File: src/rtl/hazard_ctrl.sv
// Pipeline hazard controller: operand forwarding selects, load-use interlock and
// multi-cycle divide stall FSM. Optional stall-cycle counter behind HAZARD_PERF_EN.
module hazard_ctrl #(
    parameter int unsigned DIV_LAT = 32
) (
    input  logic       clk,
    input  logic       resetn,
    input  logic [4:0] ex_rs,
    input  logic [4:0] ex_rt,
    input  logic [4:0] id_rs,
    input  logic [4:0] id_rt,
    input  logic       id_use_rs,
    input  logic       id_use_rt,
    input  logic [4:0] ex_rd,
    input  logic [4:0] mem_rd,
    input  logic [4:0] wb_rd,
    input  logic       ex_wen,
    input  logic       mem_wen,
    input  logic       wb_wen,
    input  logic       ex_is_load,
    input  logic       ex_div_req,
    input  logic       pipe_flush,
    output logic [1:0] fwd_a_sel,
    output logic [1:0] fwd_b_sel,
    output logic       stall_if,
    output logic       stall_id,
    output logic       stall_ex,
    output logic       flush_ex,
    output logic       flush_mem,
    output logic       div_ready
`ifdef HAZARD_PERF_EN
    ,
    output logic [31:0] perf_stall_cnt
`endif
);

    typedef enum logic [1:0] {
        S_IDLE = 2'd0,
        S_BUSY = 2'd1,
        S_DONE = 2'd2
    } state_t;

    // The IDLE start cycle is already a stall cycle, so BUSY covers DIV_LAT-1.
    localparam logic [5:0] CNT_LOAD = 6'(DIV_LAT - 2);

    state_t     state_q;
    logic [5:0] cnt_q;
    logic       div_ready_q;
    logic       div_stall;
    logic       load_use;

    function automatic logic [1:0] fwd_sel(input logic [4:0] src);
        if (mem_wen && (mem_rd != 5'd0) && (mem_rd == src)) begin
            return 2'd1;
        end else if (wb_wen && (wb_rd != 5'd0) && (wb_rd == src)) begin
            return 2'd2;
        end
        return 2'd0;
    endfunction

    assign fwd_a_sel = fwd_sel(ex_rs);
    assign fwd_b_sel = fwd_sel(ex_rt);

    always_comb begin
        load_use = 1'b0;
        if (resetn && !pipe_flush && ex_is_load && ex_wen && (ex_rd != 5'd0)) begin
            load_use = (id_use_rs && (ex_rd == id_rs)) || (id_use_rt && (ex_rd == id_rt));
        end
    end

    always_comb begin
        div_stall = 1'b0;
        if (resetn && !pipe_flush) begin
            div_stall = (state_q == S_BUSY) || ((state_q == S_IDLE) && ex_div_req);
        end
    end

    always_ff @(posedge clk or negedge resetn) begin
        if (!resetn) begin
            state_q     <= S_IDLE;
            cnt_q       <= 6'd0;
            div_ready_q <= 1'b0;
        end else if (pipe_flush) begin
            state_q     <= S_IDLE;
            cnt_q       <= 6'd0;
            div_ready_q <= 1'b0;
        end else begin
            case (state_q)
                S_IDLE: begin
                    if (ex_div_req) begin
                        state_q <= S_BUSY;
                        cnt_q   <= CNT_LOAD;
                    end
                end
                S_BUSY: begin
                    if (cnt_q == 6'd0) begin
                        state_q     <= S_DONE;
                        div_ready_q <= 1'b1;
                    end else begin
                        cnt_q <= cnt_q - 6'd1;
                    end
                end
                S_DONE: begin
                    // A request still held here belongs to the finished divide.
                    state_q     <= S_IDLE;
                    div_ready_q <= 1'b0;
                end
                default: begin
                    state_q     <= S_IDLE;
                    cnt_q       <= 6'd0;
                    div_ready_q <= 1'b0;
                end
            endcase
        end
    end

    assign stall_if  = load_use | div_stall;
    assign stall_id  = load_use | div_stall;
    assign stall_ex  = div_stall;
    assign flush_mem = div_stall;
    assign flush_ex  = load_use & ~div_stall;
    assign div_ready = div_ready_q;

`ifdef HAZARD_PERF_EN
    logic [31:0] perf_q;
    logic [31:0] perf_d;

    assign perf_d = stall_if ? perf_q + 32'd1 : perf_q;

    always_ff @(posedge clk or negedge resetn) begin
        if (!resetn) begin
            perf_q <= 32'd0;
        end else begin
            perf_q <= perf_d;
        end
    end

    assign perf_stall_cnt = perf_q;
`endif

endmodule
File: config.mk
export PLATFORM = sky130hd
export DESIGN_NAME = hazard_ctrl
export DESIGN_NICKNAME = d
export VERILOG_FILES = /design/src/rtl/hazard_ctrl.sv
export SDC_FILE = /design/constraint.sdc
export NUM_CORES = 1
export LEC_CHECK = 0
export ABC_AREA = 1
export BUFFER_PORTS_ARGS = -buffer_cell sky130_fd_sc_hd__buf_2
export CAP_MARGIN = 15
export CORE_MARGIN = 2
export CORE_UTILIZATION = 46
export DETAILED_ROUTE_END_ITERATION = 10
export GPL_TIMING_DRIVEN = 0
export PLACE_DENSITY = 0.8
export SETUP_SLACK_MARGIN = 0.02
export SLEW_MARGIN = 0
export SYNTH_ARGS = -nofsm -noshare
export SYNTH_HDL_FRONTEND = slang
export SYNTH_SLANG_ARGS = --single-unit
File: constraint.sdc
create_clock -name clk -period 1.8 [get_ports clk]
set_clock_uncertainty 0.15 [all_clocks]
set_input_delay 0.09 -clock clk [delete_from_list [all_inputs] [get_ports clk]]
set_output_delay 0.09 -clock clk [all_outputs]
set_load 0.05 [all_outputs]
# == Word-level counts from Yosys, hierarchy flattened ==
# Cells that the tools add are included.
# totals
regBits,9
latchBits,0
mem_bits_rw,0
mem_bits_ro,0
input_bits,45
output_inout_bits,10
wordCells,67
memories,0
# op_classes
addsub,1
n_mul,0
div,0
n_lt_le_gt_ge,0
eq_ne,13
shifts,0
muxes,23
bitwise_logic,3
n_reduce_logical,24
# op_table
operator,n
5-bit == test,6
2-bit 2-to-1 mux,9
6-bit 2-to-1 mux,3
6-bit case mux with 3 select lines,1
5-bit nonzero test,3
1-bit logical AND,13
1-bit 2-to-1 mux,8
6-bit logical NOT,1
"3-bit inequality test, second input constant",2
"6-bit by 1-bit subtractor with 6-bit output, second input constant",1
"2-bit inequality test, second input constant",2
2-bit case mux with 2 select lines,1
2-bit AND reduction,2
"3-bit by 2-bit inequality test with 1-bit output, second input constant",1
3-bit AND reduction,1
"2-bit by 1-bit == test with 1-bit output, second input constant",1
"2-bit == test, second input constant",1
2-bit logical NOT,1
1-bit logical OR,2
1-bit case mux with 2 select lines,1
1-bit AND,1
1-bit logical NOT,1
1-bit NOT,1
1-bit bitwise OR,1

# == Depth between registers and ports, before layout ==
# depth
ltp_word,7
depth_mapped,9
ltp_nobuf,8

# == Least setup slack after synthesis ==
# OpenSTA, ideal clock, no wires.
# synth_path
kind,reg2out
startpoint,register state_q[0]
endpoint,output stall_if
arrival_ns,1.920
t_required_ns,1.560
setup_slack_ns,-0.360
stages_incl_launch_ff,6
path_buffers,1
cell_sequence,dfrtp_1 nor2_1 nor3_2 inv_2 nand2_1 buf_4
# synth_via
elab_chain_len,5
# synth_rtl
element,line_no,text
start: declaration,46,state_t state_q;
start signal: assignment,80,state_q <= S_IDLE;
start signal: assignment,84,state_q <= S_IDLE;
start signal: assignment,91,state_q <= S_BUSY;
2-bit logical NOT,74,div_stall = (state_q == S_BUSY) || ((state_q == S_IDLE) && ex_div_req);
1-bit logical AND,74,
1-bit logical OR (*),74,
1-bit 2-to-1 mux (*),73,if (resetn && !pipe_flush) begin
via flush_mem,29,"output logic flush_mem,"
1-bit bitwise OR (*),--,
end: declaration,25,"output logic stall_if,"
# Mark *: on every way through the listed nets, which the timed path passes. The rest lies on a longest branch.

# == Worst setup path in the final report ==
# layout_path
startpoint,register state_q[0]
endpoint,output stall_if
# layout_via
elab_chain_len,5
# layout_rtl
element,line_no,text
2-bit logical NOT,74,
1-bit logical AND,74,
1-bit logical OR (*),74,
1-bit 2-to-1 mux (*),73,
1-bit bitwise OR (*),117,assign stall_if = load_use | div_stall;
# Every way passes the cells marked *; elsewhere a longest branch is shown, timed or not.

==> impl_metrics.json <==
{
  "worstReg2RegStart": "state_q[1]",
  "crit_path_max_fanout": 4,
  "wl_met1_um": 1180,
  "crit_path_start": "state_q[0]",
  "fin_area_um2": 1500,
  "cts_tree": "done",
  "hp-start": "pipe_flush",
  "fin_crit_ns": 1.67,
  "mostFrequentLayoutCell": "buf_2",
  "post_drt_via_cell_ratio": 4.70,
  "gp_congestion": 0.839,
  "final_cell_mix": "54 x buf_2, 51 x nand2_1, 21 x nor2_1",
  "drc_errors": 0,
  "rsz0062_at_grt": "false",
  "initial_utilization_pct": 49.9,
  "slew_headroom_pct": 70.3,
  "whs_ns": 0.0375,
  "status": "finished, final reports clean",
  "final_cells": 261,
  "fillCellCount": 227,
  "min_period_over_period_pct": 92.7,
  "ys_types": 26,
  "core_area_um2": 2250,
  "utilization_pct": 66.4,
  "overflow": 0,
  "power_density_nw_per_um2": 875,
  "postRouteAntennaNets": 0,
  "root_buffer": "clkbuf_4",
  "route.met2.wl_um": 1270,
  "drt_iter0_markers": 9,
  "yosysWarnings": 0,
  "die-area_um2": 2860,
  "dp.cells": 254,
  "die_w_um": 53.5,
  "vdd_drop_max_mv": 0.924,
  "cp.required_ns": 1.56,
  "clk_latency_ns": 0.28,
  "fin_tns_setup_ns": 0,
  "syn_area_um2": 1130,
  "critPathCaptureType": "primary output",
  "hold_viol": 0,
  "antenna_found_initial": 0,
  "worst_slack_ns": 0.132,
  "holdCritPathClass": "in -> reg",
  "io_pins": 55,
  "p_leak_nw": 0.832,
  "totalPowerFinal_mw": 1.31,
  "max-cap-violations": 0,
  "max_freq_ghz": 0.599,
  "vias": 1227,
  "path_class": "reg -> out",
  "port_buffers": 54,
  "dpl_worst_slack_ns": 0.363,
  "htree_levels": 1,
  "setup_viol": 0,
  "cts_setup_buffers": 0,
  "slew_viol_final": 0,
  "met3_length_um": 155,
  "grt_pass1_vias": 1089,
  "synth.avg_cell_area_um2": 6.55,
  "grt_use_total_pct": 20.4,
  "routedWlPerCell_um": 10.2,
  "syn_nets": 219,
  "synth_seq_area_share_pct": 20.0,
  "top_layer": "met4",
  "syn_to_final_growth_pct": 32.9,
  "clk_pin_slew_ns": 0.06,
  "grt_max_degree": 10,
  "grt_pass1_wl_um": 4320,
  "die_h_um": 53.5,
  "reg2reg_to": "div_ready",
  "rows": 17,
  "final_layout_size_suffix_gt1_share_pct": 38.2,
  "firstDrtPassIters": 4,
  "worstMarginPinSlew_ns": 0.444,
  "cts_hold_buf": 3,
  "postCtsResizedCells": 0,
  "crit_path_end": "stall_if",
  "cts.sinks": 9,
  "reg2reg_slack_ns": 0.32,
  "reg2regPathDepth": 4,
  "clock_path_buffers": 2,
  "yosys_register_bits": 9,
  "diodes": 0,
  "placed_cell_area_um2": 1440,
  "startpoint_type": "flip-flop",
  "critical_path_arrival_ns": 1.43,
  "synthCells": 172,
  "hpwl_um": 2230,
  "final_net_count": 281,
  "wl_um": 2650,
  "cts_buffers": 3
}
==> power breakdown <==
part | switching, mW | leakage (nW) | internal [mW] | total [mW]
registers | 0.0894 | 0.119 | 0.276 | 0.365
clock network | 0.0819 | 0.0150 | 0.0861 | 0.168
logic | 0.481 | 0.698 | 0.295 | 0.776
==> synth_stat cells, drive strengths merged <==
master	count	area share, %
dfrtp	9	20
buf	2	1.3
inv	21	7.0
nand4	2	1.1
nor3	5	3.6
nor2	27	12
nand2	56	20
o21ai	14	7.6
xnor2	14	11
or2	1	0.56
xor2	7	5.4
ha	2	2.2
a21oi	3	2.3
nand3	9	5.6
==> worst min path at each step <==
stage	depth (start not counted)	slack, ns	to
floorplan	0	-0.36	cnt_q[0]
global placement	1	-0.19	cnt_q[0]
detailed placement	1	-0.19	cnt_q[0]
CTS	4	0.04	state_q[1]
global route	4	0.06	state_q[1]
finish	4	0.04	state_q[1]
==> state kept, by name, indices dropped and copies added, names as in the netlist <==
name / flops
cnt_q: 6
state_q: 2
div_ready: 1
==> per-layer routing <==
metal / GRT usage (%) / vias to the layer above
met1: 23.4 / 535
met4: 6.41 / 0
met5: 0 / -
li1: - / 655
met2: 36.6 / 30
met3: 5.08 / 7
==> worst max-delay path, stage by stage, from the launching register on <==
cell,delay [ns]
dfrtp_1,0.42
nor2_1,0.10
nor3_4,0.18
inv_2,0.05
nand2_2,0.06
buf_4,0.09
buf_2,0.25
==> cell type report <==
class / count / area (µm²) / area share [%]
clock buffers: 4 / 26.3 / 1.76
repair buffers: 57 / 300 / 20.1
flip-flops and latches: 9 / 225 / 15.1
well taps: 28 / 35.0 / 2.34
multi-input cells: 140 / 816 / 54.5
inverters: 21 / 78.8 / 5.27
plain buffers: 2 / 15.0 / 1.00
==> cells by family (layout without fill, tap and decap cells) <==
logic type               Yosys count  count (layout)  share of synthesized area, %
buffers and inverters             23              84                          8.33
AND/OR/NAND/NOR                  100             100                          43.2
AO/OA/AOI/OAI                     17              17                          9.89
XOR/XNOR                          21              21                          16.3
adder cells (fa/ha/maj)            2               2                          2.22
flip-flops                         9               9                          20.0
Note: power is estimated with default switching activity, not from simulation.
